[config.mk]
export PLATFORM = sky130hd
export DESIGN_NAME = reg_slice_skid
export DESIGN_NICKNAME = d
export VERILOG_FILES = /design/src/rtl/reg_slice_pkg.sv /design/src/rtl/dff_reg_ace.sv /design/src/rtl/reg_slice_skid.sv
export SDC_FILE = /design/constraint.sdc
export NUM_CORES = 1
export LEC_CHECK = 0
export ABC_AREA = 1
export CORE_ASPECT_RATIO = 0.8
export CORE_MARGIN = 4
export CORE_UTILIZATION = 30
export DETAILED_ROUTE_END_ITERATION = 10
export HOLD_SLACK_MARGIN = 0.02
export PLACE_DENSITY = 0.53
export SKIP_CTS_REPAIR_TIMING = 1
export SYNTH_ARGS = -nofsm -noshare
export SYNTH_HDL_FRONTEND = slang
export SYNTH_SLANG_ARGS = --single-unit
[constraint.sdc]
create_clock -name C -period 2.4 [get_ports C]
set_clock_uncertainty 0.15 [all_clocks]
set_input_delay 0.24 -clock C [delete_from_list [all_inputs] [get_ports C]]
set_output_delay 0.24 -clock C [all_outputs]
set_load 0.05 [all_outputs]
[src/rtl/reg_slice_pkg.sv]
// Shared state encoding for the reg_slice_skid pipeline register slice.
package reg_slice_pkg;
    localparam int ST_W = 2;

    typedef enum logic [ST_W-1:0] {
        ST_EMPTY = 2'b00,
        ST_BUSY  = 2'b01,
        ST_FULL  = 2'b10
    } st_e;
endpackage

[src/rtl/dff_reg_ace.sv]
// N-bit register with asynchronous active-high reset to INIT and a clock enable.
module dff_reg_ace #(
    parameter int           N    = 32,
    parameter logic [N-1:0] INIT = '0
) (
    input  logic         C,
    input  logic         R,
    input  logic         CE,
    input  logic [N-1:0] D,
    output logic [N-1:0] Q
);
    always_ff @(posedge C or posedge R) begin
        if (R)       Q <= INIT;
        else if (CE) Q <= D;
    end
endmodule

[src/rtl/reg_slice_skid.sv]
// Two-entry valid/ready skid buffer; all outputs come straight from flops.
// Optional FLUSH port and behaviour when REG_SLICE_FLUSH_EN is defined.
module reg_slice_skid
    import reg_slice_pkg::*;
#(
    parameter int           N    = 32,
    parameter logic [N-1:0] INIT = '0
) (
    input  logic         C,
    input  logic         R,
`ifdef REG_SLICE_FLUSH_EN
    input  logic         FLUSH,
`endif
    input  logic         S_VALID,
    output logic         S_READY,
    input  logic [N-1:0] S_DATA,
    output logic         M_VALID,
    input  logic         M_READY,
    output logic [N-1:0] M_DATA
);
    st_e          st_q, st_d;
    logic         s_ready_q, m_valid_q;
    logic         main_ce, skid_ce;
    logic [N-1:0] main_d, skid_q;
    logic         flush, s_fire, m_fire;

`ifdef REG_SLICE_FLUSH_EN
    assign flush = FLUSH;
`else
    assign flush = 1'b0;
`endif

    assign s_fire  = S_VALID & s_ready_q;
    assign m_fire  = m_valid_q & M_READY;
    assign S_READY = s_ready_q;
    assign M_VALID = m_valid_q;

    always_comb begin
        st_d    = st_q;
        main_ce = 1'b0;
        skid_ce = 1'b0;
        main_d  = S_DATA;
        case (st_q)
            ST_EMPTY: if (s_fire) begin
                main_ce = 1'b1;
                st_d    = ST_BUSY;
            end
            ST_BUSY: begin
                if (s_fire && m_fire) begin
                    main_ce = 1'b1;
                end else if (s_fire) begin
                    skid_ce = 1'b1;
                    st_d    = ST_FULL;
                end else if (m_fire) begin
                    st_d    = ST_EMPTY;
                end
            end
            ST_FULL: if (m_fire) begin
                main_ce = 1'b1;
                main_d  = skid_q;
                st_d    = ST_BUSY;
            end
            default: st_d = ST_EMPTY;
        endcase
        // Flush drops everything but leaves the data registers untouched.
        if (flush) begin
            st_d    = ST_EMPTY;
            main_ce = 1'b0;
            skid_ce = 1'b0;
        end
    end

    // Ready/valid are registered from next state so no combinational path crosses the slice.
    always_ff @(posedge C or posedge R) begin
        if (R) begin
            st_q      <= ST_EMPTY;
            m_valid_q <= 1'b0;
            s_ready_q <= 1'b0;
        end else begin
            st_q      <= st_d;
            m_valid_q <= (st_d != ST_EMPTY);
            s_ready_q <= (st_d != ST_FULL);
        end
    end

    dff_reg_ace #(.N(N), .INIT(INIT)) u_main (
        .C(C), .R(R), .CE(main_ce), .D(main_d), .Q(M_DATA)
    );

    dff_reg_ace #(.N(N), .INIT(INIT)) u_skid (
        .C(C), .R(R), .CE(skid_ce), .D(S_DATA), .Q(skid_q)
    );
endmodule

After elaboration in Yosys (flattened, before gate mapping) --
Index checks and enable logic that the tools add are counted.
Word-level totals: output and inout port bits 34, flip-flop bits (word level) 68, logic and storage cells 27, input bits 36
Cells by class: equal/unequal tests 3, muxes and demuxes 14, reduce and logical (&&, ||, !) cells 3, bitwise operators 2
Operator list (count):
- $mux 32 | 2
- $mux 2 | 5
- $pmux 2 s3 | 1
- $mux 1 | 5
- $pmux 1 s3 | 1
- $and 1x1->1 | 2
- $eq 2x1->1 const B | 1
- $eq 2x2->1 const B | 1
- $logic_not 2->1 | 1
- $ne 2x2->1 const B | 1
- $reduce_bool 2->1 | 1
- $logic_and 1x1->1 | 1

Depth between registers and ports, before layout --
Gate-level depths: netlist of run 1.
depth after elaboration 6, gate-level depth with buffers 8, mapped depth without buffers 7

By module --
Synthesis of run 1 repeated with hierarchy kept, for this count alone.
Second synthesis, totals: cells, all modules 404, area, all modules 3271.9 µm²
Modules (own cells, without submodules):
- dff_reg_ace | sequential area each 800.8 µm², instances 2, cells an instance 137, area each 1296.2 µm²
- reg_slice_skid | sequential area each 100.1 µm², instances 1, cells an instance 130, area each 679.4 µm²

Worst setup path before layout of run 1 --
OpenSTA, ideal clock, no wires.
path kind register -> register, from reg m_valid_q, in the netlist M_VALID, to reg u_skid.Q[0], setup time 0.116 ns, period minus slack after synthesis 1.654 ns, path buffers 1, data required time 2.134 ns, stages on the path, launching flop included 8, data arrival time 1.387 ns, path slack 0.746 ns, cells stage by stage dfrtp_1 > nand2_2 > nand2_2 > nor2_4 > inv_2 > buf_6 > nand2_1 > nand2_1
On the way: word-level cells in the longest chain between the ends 4
RTL lines:
- start, declared | RTL line reg_slice_skid.sv:22 | logic s_ready_q, m_valid_q;
- start signal, assigned | RTL line reg_slice_skid.sv:81 | m_valid_q <= (st_d != ST_EMPTY);
- $and 1x1->1 | RTL line reg_slice_skid.sv:34 | assign m_fire = m_valid_q & M_READY;
- $logic_and 1x1->1 | RTL line reg_slice_skid.sv:49 | if (s_fire && m_fire) begin
- $mux 1 | RTL line reg_slice_skid.sv:49
- $mux 1 | RTL line reg_slice_skid.sv:43 | case (st_q)
- end signal, assigned | RTL line dff_reg_ace.sv:13 | if (R) Q <= INIT;
- end signal, assigned | RTL line dff_reg_ace.sv:14 | else if (CE) Q <= D;
- end, declared | RTL line dff_reg_ace.sv:10 | output logic [N-1:0] Q
No other way between the ends. A chain may end at the register's enable or synchronous reset.

Worst setup path in the final report of run 1 --
from reg m_valid_q, in the netlist M_VALID, to out M_VALID
RTL lines:
- end, declared | RTL line reg_slice_skid.sv:17 | output logic M_VALID,
No word-level cell between the ends.

==> results of run 1 <==
==> cell usage after synthesis (all sizes together) <==
cell type	n	area, um2
clkbuf	1	7.51
nand2	298	1160
inv	7	26.3
nand3	2	15.0
nand4	2	27.5
dfrtp	68	1700
buf	17	154
nor2	7	41.3
==> metal layers <==
layer	up-vias	GRT usage, %	wire length [um]
met4	2	3.36	90
met5	-	0	8
li1	1339	-	-
met1	1112	19.4	3690
met2	68	18.8	3110
met3	13	5.97	548
==> report_power, final <==
| group | total, mW | internal (mW) | switching [mW] |
|---|---|---|---|
| Sequential | 2.01 | 1.70 | 0.315 |
| Combinational | 2.82 | 0.917 | 1.91 |
| Clock | 1.28 | 0.803 | 0.479 |
| Total | 6.12 | 3.42 | 2.70 |
==> per-stage QoR <==
step | instance area (um2) | utilization [%]
after floorplan | 3130 | -
after global placement | 3910 | 38.2
after detailed placement | 3910 | 38.2
after CTS | 4210 | 41.1
after global routing | 4210 | 41.1
final | 4210 | 41.1
==> sequential cells by signal, indices dropped and copies added (netlist names) <==
register,flops
u_main.Q,32
u_skid.Q,32
st_q,2
M_VALID,1
S_READY,1
==> path summary, 6_finish.rpt <==
kind                         startpoint  slack, ns           end
min reg2reg                u_skid.Q[19]       0.32  u_skid.Q[19]
max in group asynchronous             R       1.34  u_main.Q[19]
max                             M_VALID       0.41       M_VALID
max reg2reg                     M_VALID       0.74  u_skid.Q[16]
min in group C             u_skid.Q[19]       0.32  u_skid.Q[19]
min                                   R       0.11   u_main.Q[6]
==> cell type report <==
type	count	share of cell area, %
flip-flops and latches	68	40.4
clock buffers	10	5.44
multi-input cells	309	29.5
well taps	140	4.16
repair buffers	76	18.3
clock inverters	6	1.55
inverters	7	0.624
==> cell families (layout without fill, tap and decap cells) <==
kind of cell / after synthesis / count (layout)
buffers and inverters: 25 / 99
DFF: 68 / 68
and+or+nand+nor: 309 / 309
==> Implementation_results.wiki, run 1 <==
{| class="wikitable"
! Metric !! Value
|-
| Outcome || finished, final reports clean
|-
| Post-Syn Area || 3130 um2
|-
| Area of the multi-input gates || between 1000 and 1500 um2
|-
| Setup TNS after final layout || 0 ns
|-
| Total buffers and inverters traversed by the critical path || 1
|-
| Length of the first detailed-routing pass in iterations || 4
|-
| Count of boundary I/O pins || 70
|-
| Critical Path End Type || output pin
|-
| Vias in the first global route || 2,490
|-
| Effective utilization at floorplan || 30.6%
|-
| Antenna cell count || 0
|-
| Synth Net Count || 438
|-
| Fraction of layout instances using a drive strength above 1 || 9.03%
|-
| Placed instance count || 600
|-
| Largest fanout of any net on the critical path || 3
|-
| Xor-xnor portion of the synthesized cell area || 0%
|-
| Count of input and output buffers || 69
|-
| Insertion delay of the later-clocked pin in the worst-skew pair || 0.33 ns
|-
| Cell at the root of the clock tree || clkbuf_16
|-
| Fill count || 1,095
|-
| Max-cap violation count || 0
|-
| CTS H-tree lvls || 3
|-
| WP data required || 2.01 ns
|-
| Detail-routed net length per standard cell || 12.1 um
|-
| Number of hold violations in the final report || 0
|-
| RSZ-0062 raised after global routing || no
|-
| Layout overhead on the synthesized area || 34.4%
|-
| CP max stage cell || clkdlybuf4s50_1
|-
| Arrival @ worst endpoint || 1.60 ns
|-
| IR Drop Worst-Case VDD || 0.641 mV
|-
| Leak pwr || around 2.2 nW
|-
| FF/Latch Area || 1700 um2
|-
| Total via count in the routed design || 2,534
|-
| Die height || 99.4 um
|-
| Total global routing overflow || 0
|-
| Adder and majority gate portion of the synthesized area || 0%
|-
| Syn. warnings || 0
|-
| Crit path depth || 1
|-
| Non-Filler Instances || 616
|-
| Average vias per placed instance || 4.11
|-
| Clock period minus worst slack || just under 2 ns
|-
| Register clock-pin slew on the reported worst setup and hold paths || 0.06 ns
|-
| RePlAce Congestion || about 0.75
|-
| Standard-cell rows || 33
|-
| Maximum number of pins on one net before global-route repair || 35
|-
| Die outline area || 12,100 um2
|-
| Dominant combinational cell family by area after synthesis || simple AND/OR/NAND/NOR gates
|-
| Power density of the placed cells || 1450 nW/um2
|-
| Final worst-path setup slack || 0.415 ns
|-
| Antenna violations before repair || 1
|-
| Count of final setup violators || 0
|-
| Number of sinks handled by clock tree synthesis || 68
|-
| Reg2reg path depth || 6
|-
| Pins over their slew limit || 0
|-
| Power Total || 6.12 mW
|-
| Number of nets in the layout || 507
|-
| Highest achievable clock rate || 504 MHz
|-
| Sequential fraction of the synthesis area || 54.3%
|-
| Normalized max-slew margin || 65.1%
|-
| Kind of start point of the critical path || flip-flop
|-
| Violation count after the first detailed-route iteration || between 100 and 150
|-
| Number of distinct library cells after synthesis || 16
|-
| Setup Crit Path Kind || flip-flop to output pin
|-
| Gate count after technology mapping || 402
|-
| Count of state elements after synthesis || between 60 and 70
|-
| Most common library cell in the layout ignoring fill and taps || nand2_1
|-
| Worst slack on hold paths || roughly 0.11 ns
|-
| Overall routed net length || 7450 um
|-
| Dpl ws || 0.411 ns
|-
| Portion of the clock cycle consumed by the worst path in the final layout || 82.7%
|-
| Placed wire-length estimate || 5020 um
|-
| Average size of a mapped cell || 7.79 um2
|-
| Synth Area in Simple Gates || 39.7%
|-
| DRC violation count after routing || 0
|-
| Wire length of the first global-routing pass || 12,700 um
|-
| X dimension of the die || 122 um
|-
| CTS tree || built
|-
| Delay contributed by the slowest stage of the critical path || 0.84 ns
|-
| Commonest cells after routing, fill and taps aside || 284 x nand2_1, 69 x clkdlybuf4s50_1, 68 x dfrtp_1
|-
| Compound-gate portion of the synthesized area || 0%
|-
| Post-route antenna net violation count || 0
|-
| Multiplexer share of the synthesized area || 0%
|-
| Cells along the critical path || clkdlybuf4s50_1
|-
| Type of the most critical hold path || primary input to asynchronous set/reset pin
|-
| Buffer depth of the longest clock path || 2
|-
| Pin slew with the least headroom to its limit || roughly 0.52 ns
|-
| CTS buffer count || 9
|-
| Crit-path leading delay family || buffers and inverters
|-
| Area of the core region || 10,200 um2
|-
| Overall Global Routing Usage || 13.6%
|}
No activity file was read; power rests on OpenSTA's default activity.
==> run 2: changes to the inputs <==
--- a/config.mk
+++ b/config.mk
@@ -11,7 +11,7 @@
 export CORE_UTILIZATION = 30
 export DETAILED_ROUTE_END_ITERATION = 10
 export HOLD_SLACK_MARGIN = 0.02
-export PLACE_DENSITY = 0.53
+export PLACE_DENSITY = 0.55
 export SKIP_CTS_REPAIR_TIMING = 1
 export SYNTH_ARGS = -nofsm -noshare
 export SYNTH_HDL_FRONTEND = slang
==> constraint.sdc (replaced) <==
create_clock -name C -period 1.7 [get_ports C]
set_clock_uncertainty 0.15 [all_clocks]
set_input_delay 0.17 -clock C [delete_from_list [all_inputs] [get_ports C]]
set_output_delay 0.17 -clock C [all_outputs]
set_load 0.05 [all_outputs]
==> Implementation_results.wiki, run 2 (synthesis gave the netlist of run 1 again) <==
{| class="wikitable"
! Metric !! Value
|-
| Outcome || finished, final reports clean
|-
| Cells along the critical path || nand2_2 > nand2_2 > nor2_4 > buf_4 > nand2_1 > nand2_1
|-
| CTS H-tree lvls || 3
|-
| Arrival @ worst endpoint || 1.60 ns
|-
| Overall routed net length || 7570 um
|-
| Placed wire-length estimate || 5060 um
|-
| Delay contributed by the slowest stage of the critical path || around 0.43 ns
|-
| Area of the core region || 10,200 um2
|-
| IR Drop Worst-Case VDD || 1.04 mV
|-
| CTS tree || built
|-
| Power density of the placed cells || about 2100 nW/um2
|-
| Highest achievable clock rate || 674 MHz
|-
| Antenna cell count || 0
|-
| Die outline area || 12,100 um2
|-
| Fraction of layout instances using a drive strength above 1 || 17.9%
|-
| WP data required || 1.82 ns
|-
| Setup TNS after final layout || 0 ns
|-
| Crit-path leading delay family || simple AND/OR/NAND/NOR gates
|-
| Count of final setup violators || 0
|-
| Effective utilization at floorplan || 30.6%
|-
| RePlAce Congestion || 0.769
|-
| Average vias per placed instance || 4.13
|-
| Most common library cell in the layout ignoring fill and taps || nand2_1
|-
| Commonest cells after routing, fill and taps aside || 284 x nand2_1, 68 x dfrtp_1, 46 x buf_4
|-
| Worst slack on hold paths || 0.118 ns
|-
| Buffer depth of the longest clock path || 2
|-
| Antenna violations before repair || 0
|-
| Number of sinks handled by clock tree synthesis || 68
|-
| Clock period minus worst slack || 1.48 ns
|-
| CTS buffer count || 9
|-
| Non-Filler Instances || 625
|-
| Pins over their slew limit || 0
|-
| Dpl ws || -0.118 ns
|-
| Portion of the clock cycle consumed by the worst path in the final layout || 87.3%
|-
| DRC violation count after routing || 0
|-
| Final worst-path setup slack || roughly 0.22 ns
|-
| Overall Global Routing Usage || 13.6%
|-
| Total global routing overflow || 0
|-
| Maximum number of pins on one net before global-route repair || 38
|-
| Standard-cell rows || 33
|-
| Type of the most critical hold path || primary input to asynchronous set/reset pin
|-
| Total buffers and inverters traversed by the critical path || 1
|-
| Pin slew with the least headroom to its limit || 0.399 ns
|-
| Max-cap violation count || 0
|-
| Length of the first detailed-routing pass in iterations || 4
|-
| Leak pwr || 2.30 nW
|-
| Reg2reg path depth || 6
|-
| Kind of start point of the critical path || flip-flop
|-
| Vias in the first global route || between 2,000 and 3,000
|-
| Number of hold violations in the final report || 0
|-
| Setup Crit Path Kind || flip-flop to flip-flop
|-
| Power Total || 8.77 mW
|-
| Placed Instance Area || 3950 um2
|-
| Detail-routed net length per standard cell || between 10 and 15 um
|-
| Largest regs || u_main.Q: 32 flops, u_skid.Q: 32 flops, st_q: 2 flops
|-
| Count of input and output buffers || 69
|-
| Post-route antenna net violation count || 0
|-
| Die height || 99.4 um
|-
| Final core utilization || approximately 41%
|-
| Placed instance count || 610
|-
| Count of boundary I/O pins || 70
|-
| Normalized max-slew margin || 73.4%
|-
| Wire length of the first global-routing pass || 12,900 um
|-
| Number of nets in the layout || between 500 and 600
|-
| CP max stage cell || dfrtp_1
|-
| Total via count in the routed design || 2,583
|-
| Fill count || 1,072
|-
| Layout overhead on the synthesized area || 35.4%
|-
| Register clock-pin slew on the reported worst setup and hold paths || 0.06 ns
|-
| Largest fanout of any net on the critical path || 25
|-
| RSZ-0062 raised after global routing || no
|-
| X dimension of the die || between 100 and 150 um
|-
| Insertion delay of the later-clocked pin in the worst-skew pair || between 0.3 and 0.4 ns
|-
| Final Cell Area || 4240 um2
|-
| Crit path depth || 6
|-
| Cell at the root of the clock tree || clkbuf_16
|-
| Violation count after the first detailed-route iteration || 133
|-
| Critical Path End Type || flip-flop
|}
==> run 2: cell count changes in the layout (fill, tap and decap cells not counted) <==
| cell | previous run | this run |
|---|---|---|
| buf_4 | 5 | 46 |
| clkdlybuf4s50_1 | 69 | 35 |
| buf_12 | 2 | 5 |
| clkinv_4 | 2 | 0 |
| inv_2 | 3 | 1 |
| clkbuf_1 | 1 | 0 |
| clkbuf_8 | 0 | 1 |
| clkinv_2 | 2 | 3 |
| clkinvlp_4 | 1 | 2 |
| inv_4 | 0 | 1 |
==> run 2: metal layers <==
metal	GRT usage [%]	routed length, um
met1	18.8	3800
met4	4.99	93
met3	4.72	515
met2	19.8	3160
met5	0	0
==> run 2: report_power, final <==
| part | leakage [nW] | internal, mW | switching [mW] |
|---|---|---|---|
| sequential | 0.844 | 2.40 | 0.458 |
| clock | 0.144 | 1.16 | 0.676 |
| combinational | 1.32 | 1.34 | 2.74 |
| total | 2.30 | 4.89 | 3.88 |
==> run 2: worst reg2reg max path: cells and delay by family (launching register included) <==
family                 cells  cell delay [ns]
buffers and inverters      1             0.30
flip-flops                 1             0.43
AND/OR/NAND/NOR            5             0.54
==> run 2: area by class of cell <==
cell class / instances / area, um2 / share of cell area (%)
multi-input cells: 309 / 1240 / 29.3
repair buffers: 86 / 796 / 18.8
well taps: 140 / 175 / 4.13
clock buffers: 10 / 239 / 5.64
clock inverters: 5 / 52.6 / 1.24
flip-flops and latches: 68 / 1700 / 40.1
inverters: 7 / 32.5 / 0.767
==> run 2: path summary, 6_finish.rpt <==
kind,slack (ns),startpoint,to
hold reg to reg,0.32,u_skid.Q[30],u_skid.Q[30]
setup / recovery,0.22,M_VALID,u_skid.Q[22]
hold / removal,0.12,R,u_skid.Q[22]
max in group asynchronous,0.90,R,u_main.Q[15]
min in group C,0.26,S_DATA[10],u_skid.Q[10]
setup reg to reg,0.22,M_VALID,u_skid.Q[22]
==> run 3: changes to the inputs <==
--- a/config.mk
+++ b/config.mk
@@ -15,4 +15,5 @@
 export SKIP_CTS_REPAIR_TIMING = 1
 export SYNTH_ARGS = -nofsm -noshare
 export SYNTH_HDL_FRONTEND = slang
+export SYNTH_HIERARCHICAL = 1
 export SYNTH_SLANG_ARGS = --single-unit
==> Implementation_results.wiki, run 3 <==
{| class="wikitable"
! Metric !! Value
|-
| Outcome || finished, final reports clean
|-
| Post-route antenna net violation count || 0
|-
| Count of final setup violators || 0
|-
| Fraction of registers with async set/reset || 100%
|-
| Layout overhead on the synthesized area || 29.4%
|-
| Commonest cells after routing, fill and taps aside || 243 x nand2_1, 67 x dfrtp_1, 45 x buf_4
|-
| Placed Instance Area || roughly 3900 um2
|-
| Syn. warnings || 6
|-
| DRC violation count after routing || 0
|-
| Overall Global Routing Usage || between 10% and 20%
|-
| Number of hold violations in the final report || 0
|-
| Fraction of layout instances using a drive strength above 1 || 18.5%
|-
| Placed instance count || approximately 600
|-
| Detail-routed net length per standard cell || between 10 and 15 um
|-
| Antenna cell count || 0
|-
| Most common library cell in the layout ignoring fill and taps || nand2_1
|-
| Average size of a mapped cell || 8.10 um2
|-
| Length of the first detailed-routing pass in iterations || 4
|-
| Number of nets in the layout || 512
|-
| Buffer depth of the longest clock path || 2
|-
| Synth Net Count || 440
|-
| Number of enable-type register cells in the synthesized netlist || 0
|-
| Primary flip-flop cell chosen by synthesis mapping || dfrtp_1
|-
| Setup TNS after final layout || 0 ns
|-
| Average vias per placed instance || 4.33
|-
| Antenna violations before repair || 0
|-
| Number of distinct library cells after synthesis || 17
|-
| Most common library cells after synthesis || 243 x nand2_1, 68 x dfrtp_1, 32 x nand3_1
|-
| WP data required || 1.76 ns
|-
| Effective utilization at floorplan || between 30% and 40%
|-
| Cell at the root of the clock tree || clkbuf_16
|-
| Pin slew with the least headroom to its limit || 0.394 ns
|-
| Max-cap violation count || 0
|-
| Area of the core region || approximately 10,000 um2
|-
| Type of the most critical hold path || primary input to flip-flop
|-
| RSZ-0062 raised after global routing || no
|-
| Final worst-path setup slack || 0.191 ns
|-
| Post-Syn Area || 3270 um2
|-
| Non-Filler Instances || 620
|-
| Count of state elements after synthesis || 68
|-
| Violation count after the first detailed-route iteration || ~120
|-
| Library cell with the largest summed area after synthesis || dfrtp_1
|-
| Vias in the first global route || 2,670
|-
| Total via count in the routed design || 2,682
|-
| Setup Crit Path Kind || flip-flop to flip-flop
|-
| Die height || about 100 um
|-
| CTS H-tree lvls || 3
|-
| Maximum number of pins on one net before global-route repair || 33
|-
| Pins over their slew limit || 0
|-
| RePlAce Congestion || 0.768
|-
| Clock period minus worst slack || 1.51 ns
|-
| Leak pwr || 2.30 nW
|-
| Normalized max-slew margin || 73.5%
|-
| Largest regs || u_main/Q: 32 flops, u_skid/Q: 32 flops, st_q: 2 flops
|-
| Area fraction of the dominant cell type after synthesis || 52.0%
|-
| Count of boundary I/O pins || 70
|-
| Count of input and output buffers || 69
|-
| IR Drop Worst-Case VDD || 0.862 mV
|-
| Highest achievable clock rate || 663 MHz
|-
| Gate count after technology mapping || 404
|-
| CTS tree || built
|-
| Portion of the clock cycle consumed by the worst path in the final layout || 88.7%
|-
| Arrival @ worst endpoint || ~1.6 ns
|-
| Register clock-pin slew on the reported worst setup and hold paths || about 0.050 ns
|-
| X dimension of the die || 125 um
|-
| Sequential fraction of the synthesis area || 52.0%
|-
| Power density of the placed cells || ~2100 nW/um2
|-
| Number of sinks handled by clock tree synthesis || 68
|-
| Standard-cell rows || 33
|-
| Dpl ws || 0.00304 ns
|-
| Die outline area || between 10,000 and 15,000 um2
|-
| Dominant cell by count in the synthesized netlist || nand2_1
|-
| Wire length of the first global-routing pass || 13,800 um
|-
| CTS buffer count || 9
|-
| Critical Path End Type || flip-flop
|-
| Kind of start point of the critical path || flip-flop
|-
| Placed wire-length estimate || ~5600 um
|-
| Dominant cells by area after synthesis || dfrtp_1 52%, nand2_1 28%, nand3_1 4.9%
|-
| Total global routing overflow || 0
|-
| Insertion delay of the later-clocked pin in the worst-skew pair || about 0.33 ns
|-
| Final Cell Area || 4240 um2
|-
| Largest fanout of any net on the critical path || 15
|-
| Overall routed net length || 8230 um
|}
==> run 3: cell types whose count changed in the layout (fill, tap and decap cells not counted), sizes merged, moves of 2 or more <==
cell and change:
clkinvlp -2, clkbuf +3, nor2 -2, nand2 -33, inv +2, nand4 -2, nand3 +30, buf -3
==> run 3: area by class of cell <==
cell class / instances / area [um2]
inverter: 9 / 48.8
fill: 1073 / 6210
clock buffer: 13 / 250
clock inverter: 2 / 35.0
timing repair buffer: 84 / 758
multi-input combinational: 304 / 1260
tap: 140 / 175
sequential: 68 / 1700
==> run 3: routing by layer <==
layer,vias up,GRT usage (%),wire length (um)
li1,1372,-,-
met1,1227,18.3,3930
met2,71,21.7,3710
met3,12,4.43,484
met4,0,4.30,99
met5,-,0,0
==> run 3: logic make-up (layout without fill, tap and decap cells) <==
logic type | count (synthesis) | count (layout) | synth area share, %
AND/OR/NAND/NOR | 303 | 303 | 38.4
flip-flops | 68 | 68 | 52.0
buffers and inverters | 32 | 108 | 9.48
AO/OA/AOI/OAI | 1 | 1 | 0.153
==> run 3: report_power, final <==
part	total (mW)	internal, mW	leakage (nW)	switching (mW)
clock network	1.81	1.17	0.140	0.645
registers	2.88	2.41	0.843	0.465
logic	4.28	1.30	1.31	2.97
==> run 3: worst max-delay path, cell delays in order, from the launching register on <==
cell and delay [ns]:
dfrtp_2 0.39, nand2_1 0.14, nand2_1 0.11, nand2_1 0.09, nand2_2 0.13, buf_12 0.18
nor2_1 0.12, nand2_1 0.07
==> run 3: final timing paths <==
| path | slack [ns] | start | to | depth (start not counted) |
|---|---|---|---|---|
| setup / recovery | 0.19 | M_VALID | M_VALID | 7 |
| hold / removal | 0.26 | S_DATA[23] | u_skid/Q[23] | 3 |
| setup reg to reg | 0.19 | M_VALID | M_VALID | 7 |
| hold reg to reg | 0.32 | u_skid/Q[23] | u_skid/Q[23] | 2 |
| max in group asynchronous | 0.41 | R | u_skid/Q[3] | 4 |
| min in group asynchronous | 0.50 | R | st_q[0] | 3 |
==> run 3: per-stage QoR <==
step	utilization, %	power, mW	hold WS, ns
after floorplan	-	6.16	-0.214
after global placement	37.7	7.16	0.302
after detailed placement	37.7	7.24	0.300
after CTS	40.4	9.10	-0.0503
after global routing	40.5	9.61	0.251
final	40.5	8.96	0.262
